`config.mk`:
```
export PLATFORM = sky130hd
export DESIGN_NAME = alarm_ctrl_flat
export DESIGN_NICKNAME = d
export VERILOG_FILES = /design/src/rtl/alarm_pkg.sv /design/src/rtl/alarm_ctrl_if.sv /design/src/rtl/alarm_timer.sv /design/src/rtl/alarm_ctrl.sv /design/src/flat_wrapper.sv
export SDC_FILE = /design/constraint.sdc
export NUM_CORES = 1
export LEC_CHECK = 0
export CORE_MARGIN = 2
export CORE_UTILIZATION = 45
export DETAILED_ROUTE_END_ITERATION = 12
export GPL_TIMING_DRIVEN = 0
export PLACE_DENSITY = 0.73
export SLEW_MARGIN = 20
export SYNTH_ARGS = -nofsm -noshare
export SYNTH_HDL_FRONTEND = slang
export SYNTH_SLANG_ARGS = --single-unit
export TNS_END_PERCENT = 1
```
`constraint.sdc`:
```
create_clock -name CLK -period 2.12 [get_ports CLK]
set_input_delay 0.424 -clock CLK [delete_from_list [all_inputs] [get_ports CLK]]
set_output_delay 0.424 -clock CLK [all_outputs]
set_load 0.05 [all_outputs]
```
`src/rtl/alarm_pkg.sv`:
```
// Shared state encoding for the home alarm controller and its timer.
package alarm_pkg;

   localparam int STATE_W = 3;

   typedef enum logic [STATE_W-1:0] {
      S_DISARMED   = 3'd0,
      S_EXIT_WAIT  = 3'd1,
      S_ARMED      = 3'd2,
      S_ENTRY_WAIT = 3'd3,
      S_SIREN      = 3'd4,
      S_SILENT     = 3'd5
   } state_t;

   function automatic logic is_timed(input state_t s);
      return (s == S_EXIT_WAIT) || (s == S_ENTRY_WAIT) || (s == S_SIREN);
   endfunction

endpackage

```
`src/rtl/alarm_ctrl_if.sv`:
```
// Keypad/sensor inputs and status outputs between the front end and alarm_ctrl.
interface alarm_ctrl_if;
   import alarm_pkg::*;

   logic                ARM;
   logic                DISARM;
   logic                PANIC;
   logic                WINDOW;
   logic                DOOR;
   logic                GARAGE;
   logic                ALARM;
   logic                ARMED;
   logic                EXIT_BEEP;
   logic                ENTRY_BEEP;
   logic                TRIPPED;
   logic                ARM_FAULT;
   logic [STATE_W-1:0]  STATE;

   // Front end drives the requests and observes the status.
   modport master (
      output ARM, DISARM, PANIC, WINDOW, DOOR, GARAGE,
      input  ALARM, ARMED, EXIT_BEEP, ENTRY_BEEP, TRIPPED, ARM_FAULT, STATE
   );

   modport slave (
      input  ARM, DISARM, PANIC, WINDOW, DOOR, GARAGE,
      output ALARM, ARMED, EXIT_BEEP, ENTRY_BEEP, TRIPPED, ARM_FAULT, STATE
   );

endinterface

```
`src/rtl/alarm_timer.sv`:
```
// Loadable down-counter for the exit, entry and siren delays.
module alarm_timer #(
   parameter int CW = 16
) (
   input  logic          CLK,
   input  logic          RST_N,
   input  logic          LOAD,
   input  logic          EN,
   input  logic [CW-1:0] LOAD_VAL,
   output logic          DONE
);

   logic [CW-1:0] count;

   // Counts only while enabled, so the value is frozen in untimed states.
   always_ff @(posedge CLK or negedge RST_N) begin
      if (!RST_N) begin
         count <= '0;
      end else if (LOAD) begin
         count <= LOAD_VAL;
      end else if (EN && (count != '0)) begin
         count <= count - 1'b1;
      end
   end

   assign DONE = (count == '0);

endmodule

```
`src/rtl/alarm_ctrl.sv`:
```
// Alarm sequencer: arm, exit delay, entry grace, siren and latched silent trip.
module alarm_ctrl
   import alarm_pkg::*;
#(
   parameter int EXIT_DLY  = 8,
   parameter int ENTRY_DLY = 6,
   parameter int SIREN_CYC = 16,
   parameter int CW        = 16
) (
   input  logic          CLK,
   input  logic          RST_N,
   alarm_ctrl_if.slave   bus
);

   // Timer is loaded with N-1 so each timed state lasts exactly N cycles.
   localparam logic [CW-1:0] EXIT_LD  = CW'(EXIT_DLY - 1);
   localparam logic [CW-1:0] ENTRY_LD = CW'(ENTRY_DLY - 1);
   localparam logic [CW-1:0] SIREN_LD = CW'(SIREN_CYC - 1);

   state_t        state;
   state_t        state_nxt;
   logic          tmr_load;
   logic [CW-1:0] tmr_val;
   logic          tmr_done;
   logic          fault_nxt;
   logic          fault_q;
   logic          any_sensor;

   assign any_sensor = bus.WINDOW | bus.DOOR | bus.GARAGE;

   alarm_timer #(.CW(CW)) u_timer (
      .CLK      (CLK),
      .RST_N    (RST_N),
      .LOAD     (tmr_load),
      .EN       (is_timed(state)),
      .LOAD_VAL (tmr_val),
      .DONE     (tmr_done)
   );

   // Priority: PANIC > DISARM > sensor/timer events > ARM.
   always_comb begin
      state_nxt = state;
      tmr_load  = 1'b0;
      tmr_val   = '0;
      fault_nxt = 1'b0;
      if (bus.PANIC) begin
         state_nxt = S_SIREN;
         tmr_load  = 1'b1;
         tmr_val   = SIREN_LD;
      end else begin
         case (state)
            S_DISARMED: begin
               if (!bus.DISARM && bus.ARM) begin
                  if (any_sensor) begin
                     fault_nxt = 1'b1;
                  end else begin
                     state_nxt = S_EXIT_WAIT;
                     tmr_load  = 1'b1;
                     tmr_val   = EXIT_LD;
                  end
               end
            end
            S_EXIT_WAIT: begin
               if (bus.DISARM)    state_nxt = S_DISARMED;
               else if (tmr_done) state_nxt = S_ARMED;
            end
            S_ARMED: begin
               if (bus.DISARM) begin
                  state_nxt = S_DISARMED;
               end else if (bus.WINDOW) begin
                  state_nxt = S_SIREN;
                  tmr_load  = 1'b1;
                  tmr_val   = SIREN_LD;
               end else if (bus.DOOR || bus.GARAGE) begin
                  state_nxt = S_ENTRY_WAIT;
                  tmr_load  = 1'b1;
                  tmr_val   = ENTRY_LD;
               end
            end
            S_ENTRY_WAIT: begin
               if (bus.DISARM) begin
                  state_nxt = S_DISARMED;
               end else if (bus.WINDOW || tmr_done) begin
                  state_nxt = S_SIREN;
                  tmr_load  = 1'b1;
                  tmr_val   = SIREN_LD;
               end
            end
            S_SIREN: begin
               if (bus.DISARM)    state_nxt = S_DISARMED;
               else if (tmr_done) state_nxt = S_SILENT;
            end
            S_SILENT: begin
               if (bus.DISARM) state_nxt = S_DISARMED;
            end
            default: state_nxt = S_DISARMED;
         endcase
      end
   end

   always_ff @(posedge CLK or negedge RST_N) begin
      if (!RST_N) begin
         state   <= S_DISARMED;
         fault_q <= 1'b0;
      end else begin
         state   <= state_nxt;
         fault_q <= fault_nxt;
      end
   end

   // Status is decoded only from registered state, so reset clears it at once.
   always_comb begin
      bus.ALARM      = (state == S_SIREN);
      bus.ARMED      = (state == S_ARMED) || (state == S_ENTRY_WAIT);
      bus.EXIT_BEEP  = (state == S_EXIT_WAIT);
      bus.ENTRY_BEEP = (state == S_ENTRY_WAIT);
      bus.TRIPPED    = (state == S_SIREN) || (state == S_SILENT);
      bus.ARM_FAULT  = fault_q;
      bus.STATE      = state;
   end

endmodule

```
`src/flat_wrapper.sv`:
```
// flat-port wrapper written by rule: the top's interface ports become plain ports
module alarm_ctrl_flat import alarm_pkg::*;
#(
   parameter int EXIT_DLY  = 8,
   parameter int ENTRY_DLY = 6,
   parameter int SIREN_CYC = 16,
   parameter int CW        = 16
)
  (CLK, RST_N, bus_ARM, bus_DISARM, bus_PANIC, bus_WINDOW, bus_DOOR, bus_GARAGE, bus_ALARM, bus_ARMED, bus_EXIT_BEEP, bus_ENTRY_BEEP, bus_TRIPPED, bus_ARM_FAULT, bus_STATE);
  alarm_ctrl_if bus_i ();
  input  logic CLK;
  input  logic RST_N;
  input wire logic [$bits(bus_i.ARM)-1:0] bus_ARM;
  input wire logic [$bits(bus_i.DISARM)-1:0] bus_DISARM;
  input wire logic [$bits(bus_i.PANIC)-1:0] bus_PANIC;
  input wire logic [$bits(bus_i.WINDOW)-1:0] bus_WINDOW;
  input wire logic [$bits(bus_i.DOOR)-1:0] bus_DOOR;
  input wire logic [$bits(bus_i.GARAGE)-1:0] bus_GARAGE;
  output wire logic [$bits(bus_i.ALARM)-1:0] bus_ALARM;
  output wire logic [$bits(bus_i.ARMED)-1:0] bus_ARMED;
  output wire logic [$bits(bus_i.EXIT_BEEP)-1:0] bus_EXIT_BEEP;
  output wire logic [$bits(bus_i.ENTRY_BEEP)-1:0] bus_ENTRY_BEEP;
  output wire logic [$bits(bus_i.TRIPPED)-1:0] bus_TRIPPED;
  output wire logic [$bits(bus_i.ARM_FAULT)-1:0] bus_ARM_FAULT;
  output wire logic [$bits(bus_i.STATE)-1:0] bus_STATE;
  assign bus_i.ARM = bus_ARM;
  assign bus_i.DISARM = bus_DISARM;
  assign bus_i.PANIC = bus_PANIC;
  assign bus_i.WINDOW = bus_WINDOW;
  assign bus_i.DOOR = bus_DOOR;
  assign bus_i.GARAGE = bus_GARAGE;
  assign bus_ALARM = bus_i.ALARM;
  assign bus_ARMED = bus_i.ARMED;
  assign bus_EXIT_BEEP = bus_i.EXIT_BEEP;
  assign bus_ENTRY_BEEP = bus_i.ENTRY_BEEP;
  assign bus_TRIPPED = bus_i.TRIPPED;
  assign bus_ARM_FAULT = bus_i.ARM_FAULT;
  assign bus_STATE = bus_i.STATE;
  alarm_ctrl #(.EXIT_DLY(EXIT_DLY), .ENTRY_DLY(ENTRY_DLY), .SIREN_CYC(SIREN_CYC), .CW(CW)) u_core (.CLK(CLK), .RST_N(RST_N), .bus(bus_i));
endmodule
```
==> reports/results.txt <==
The XOR/XNOR share of the synthesized area came out at 0.08295. Clock latency reported for the late side of the worst-skew pair: 320 ps. After filler insertion, the fill cell instance count of the layout stands at 274.

Among cell families on the critical path, the largest total delay comes from simple AND/OR/NAND/NOR gates. Of all nets on the critical path, the largest fanout is 8. The worst-case IR drop observed on VDD is 0.4888 mV. The detail route stage leaves a number of antenna-violating nets equal to 0. In this run the clock root is driven by a clkbuf_4.

The number of hold violations in the final report came out at 0. For the global routing usage on met3, the log shows 0.04803. Wires add up to 3091 um. Yosys mapped the design onto 51 distinct sky130hd cell types. The wire length of the first global-routing pass is 5526 um. At the placement stage, the worst setup path has a slack of -479.2 ps. The logs give 0.3646 for the share of synthesized area occupied by flip-flops and latches and 3 for the total CTS buffers. The portion of netlist area occupied by mux cells was 0.01550. The tool flagged a number of max-cap violations equal to 0.

The count of buffering cells on the critical path with inverters included was 1. In this run, synthesis produced a sequential element count of 20. The relative contribution of combinational cells to total power is 0.227.

The number of placed instances, taps included, is 195. The leading register cell type out of synthesis is dfrtp_1. The pre-antenna-repair detailed-routing pass consisted of 4 iterations.

The normalized max-slew margin is 0.3773. In this run the most used layer during global routing was met2. Detailed placement finished with a half-perimeter wire length of 2200 um. The run gives 0.2054 as the aggregate global-route resource usage.

The critical path is of the reg2reg type. The number of vias per cell after detailed routing was 5.995. Traced cell by cell, the critical path runs through or3_4 > or4_4 > buf_6 > o21ai_4 > mux2_2 > o211ai_1. For this run, the number of Yosys warnings is 0. STA classifies the critical path endpoint as a flip-flop. The fraction of layout instances using a drive strength above 1 works out to 0.2262.

The growth of design area from synthesis to finish was 20.97%. The logs give 0.4609 for the starting utilization of the core area and 0 for the global route total overflow. The CTS H-tree depth came out at 1. Number of endpoints failing setup at the final stage: 1.

The number of slew-limit violations in the final report is 0. In this run, the number of DRC markers left after iteration 0 of detailed routing was 43. Between clock sinks in the finished design, the worst skew comes to 4.734 ps. The transition time at the pin with the least slew margin is 931.1 ps.

For this design the static power due to leakage is 0.6677 nW. The per-cell routed wire length works out to 15.38 um. The run gives 3508 sq um as the die footprint.

The instance area after placement came out at 1577 sq um. Port buffering added 16 buffers. Across all hold checks on the routed design, the worst slack comes to 563.3 ps. The vertical die dimension works out to 59.23 um. The switching share of power is 0.3079. The complex-gate fraction of the synthesized area came out at 0.1696. The number of antenna diodes in the final layout is 0. The final reports fail on negative setup slack. The synthesized instance count came out at 146.

Combinational family with the most area after synthesis: simple AND/OR/NAND/NOR gates. The tools report the area of the mapped netlist as 1373 sq um. In the layout the commonest cells are dfrtp_1 (19), nor2_1 (18), clkdlybuf4s50_1 (11).

In this run the core area contains 20 standard-cell rows. The async set-or-reset flop fraction in the synthesized netlist was 1.000. The flow ran to the end, but the final reports show violations.

Setup repair after global routing could not meet its margin everywhere. Routability-driven placement finished with a final weighted congestion of 0.8297. The worst-case setup margin in the final layout came out at -54.86 ps. The worst setup path is launched from a flip-flop.

The adder-cell area share of the yosys netlist came out at 0.01823. The clock network fraction of design power is 0.283. Dividing total power by cell area gives a power density of 498.0 nW/um^2.

The clock slew at the register clock pins of the worst setup and hold paths is 110 ps, and the net switching component of the power is 0.0002546 W. The internal portion of total power is 0.0005722 W. Most common cell after layout, fill and taps aside: dfrtp_1. The area share of and/or/nand/nor cells after synthesis works out to 0.3036.

Entering global routing, the biggest net connects 21 pins. The number of nets in the synthesized netlist is 156. The tools report the global routing met1 resource utilization as 0.2648. For this design, the slowest cell found on the critical path is or3_4. Timing would allow up to 0.4598 GHz. After layout, the minimum clock period comes to 2175 ps.

The run gives 17 as the top-level port count. The number of antenna violations at the first check in global routing is 0, and the fraction of power consumed by sequential logic is 0.490. The number of enable-type register cells in the synthesized netlist works out to 0.

The footprint of the flip-flops and latches was 501.7 sq um; the delay of the slowest cell on the worst path was 440 ps. In the final layout, the multi-input gates occupy 854.6 sq um. The count of cells in the finished layout, fillers not included, comes to 201.

For the worst setup path, the data required time is 2360 ps. The design area is 1660 sq um. A synthesized cell averages 9.401 sq um. For the number of global-route vias before repair, the log shows 1196. TritonCTS built the clock tree.

The tools report the maximum buffer depth of the clock tree as 2. The net count of the finished layout is 179. STA puts the critical path data arrival time at 2410 ps. The routed via count is 1205. The met2 usage came out at 0.3422.

The total area inside the core boundary comes to 2978 sq um. The worst hold path belongs to the class reg2reg. In the routed design, unresolved DRC markers number 0. For the CTS sink count, the log shows 20.

The post-route clock period utilization came out at 1.026. The die is 59.23 um wide.
-- cells in the mapped netlist (all sizes together), types with 2 or more instances --
master	count	share of area
nor2	21	0.063
dfrtp	20	0.36
nand2	9	0.025
xnor2	9	0.057
inv	8	0.022
o21ai	8	0.040
nand3	6	0.022
a21oi	5	0.018
buf	4	0.021
nor3	4	0.015
nor4	4	0.045
xor2	4	0.026
a2111oi	3	0.035
nand2b	3	0.014
nand3b	3	0.016
nor2b	3	0.014
a311oi	2	0.013
and2	2	0.0091
and3	2	0.0091
ha	2	0.018
nand4	2	0.0091
nor4b	2	0.024
o31ai	2	0.011
or4	2	0.014
-- registers in the layout, summed over array words and instances (netlist names) --
| register | flops |
|---|---|
| u_core.bus.STATE | 3 |
| u_core.u_timer.count | 16 |
| u_core.bus.ARM_FAULT | 1 |
-- path summary, 6_finish.rpt --
| kind | from | to | slack (ps) | cells past startpoint |
|---|---|---|---|---|
| setup / recovery | u_core.u_timer.count[4] | u_core.u_timer.count[1] | -50 | 6 |
| hold / removal | u_core.u_timer.count[4] | u_core.u_timer.count[4] | 560 | 2 |
| setup reg to reg | u_core.u_timer.count[4] | u_core.u_timer.count[1] | -50 | 6 |
| hold reg to reg | u_core.u_timer.count[4] | u_core.u_timer.count[4] | 560 | 2 |
| max in group asynchronous | RST_N | u_core.bus.STATE[2] | 880 | 1 |
| min in group asynchronous | RST_N | u_core.u_timer.count[13] | 610 | 1 |
-- layer usage --
metal,up-vias,share of wire,wire [um]
met4,0,0.017,53
met2,25,0.50,1531
met3,8,0.037,113
met1,606,0.45,1392
li1,566,-,-
met5,-,0,0
-- cell families (layout without fill, tap and decap cells) --
logic type	count (synthesis)	in the layout
xor gates and xnor gates	13	13
muxes	2	2
and+or+nand+nor	67	67
buffers and inverters	13	35
AOI/OAI and AO/OA	29	29
DFF	20	20
adders and majority gates	2	2
-- area by class of cell --
type                    instances  area share
plain buffers                   5     0.02411
flip-flops and latches         20      0.3022
repair buffers                 18     0.09420
multi-input cells             113      0.5147
clock buffers                   4     0.02185
inverters                       8     0.01809
well taps                      33     0.02487
-- through the flow --
stage / utilization / setup TNS (ps) / power, W
after global routing: 0.5576 / -1124 / 0.0008680
after detailed placement: 0.5294 / -6178 / 0.0005918
after floorplan: - / -1000 / 0.0005334
final: 0.5576 / -54.86 / 0.0008268
after CTS: 0.5559 / -92.03 / 0.0008238
after global placement: 0.5294 / -5733 / 0.0005888
-- tightest hold or removal path: stages (launching register included) --
cell and delay (ps):
dfrtp_1 380, xnor2_1 120, nor2_1 40
-- timing repair --
action	4_1_cts	5_1_grt
setup endpoints to repair	19	17
hold buffers	0	0
buffers inserted	0	2
pin swaps	1	1
gates resized for setup	25	9
-- power groups by stage --
stage | Sequential, W | Clock, W | Combinational (W)
2_1_floorplan | 0.000418 | 0 | 0.000115
3_5_place_dp | 0.000412 | 0 | 0.000179
3_3_place_gp | 0.000411 | 0 | 0.000178
4_1_cts | 0.000405 | 0.000235 | 0.000184
6_report | 0.000405 | 0.000234 | 0.000188
5_1_grt | 0.000407 | 0.000255 | 0.000206
No activity file was read; power rests on OpenSTA's default activity.
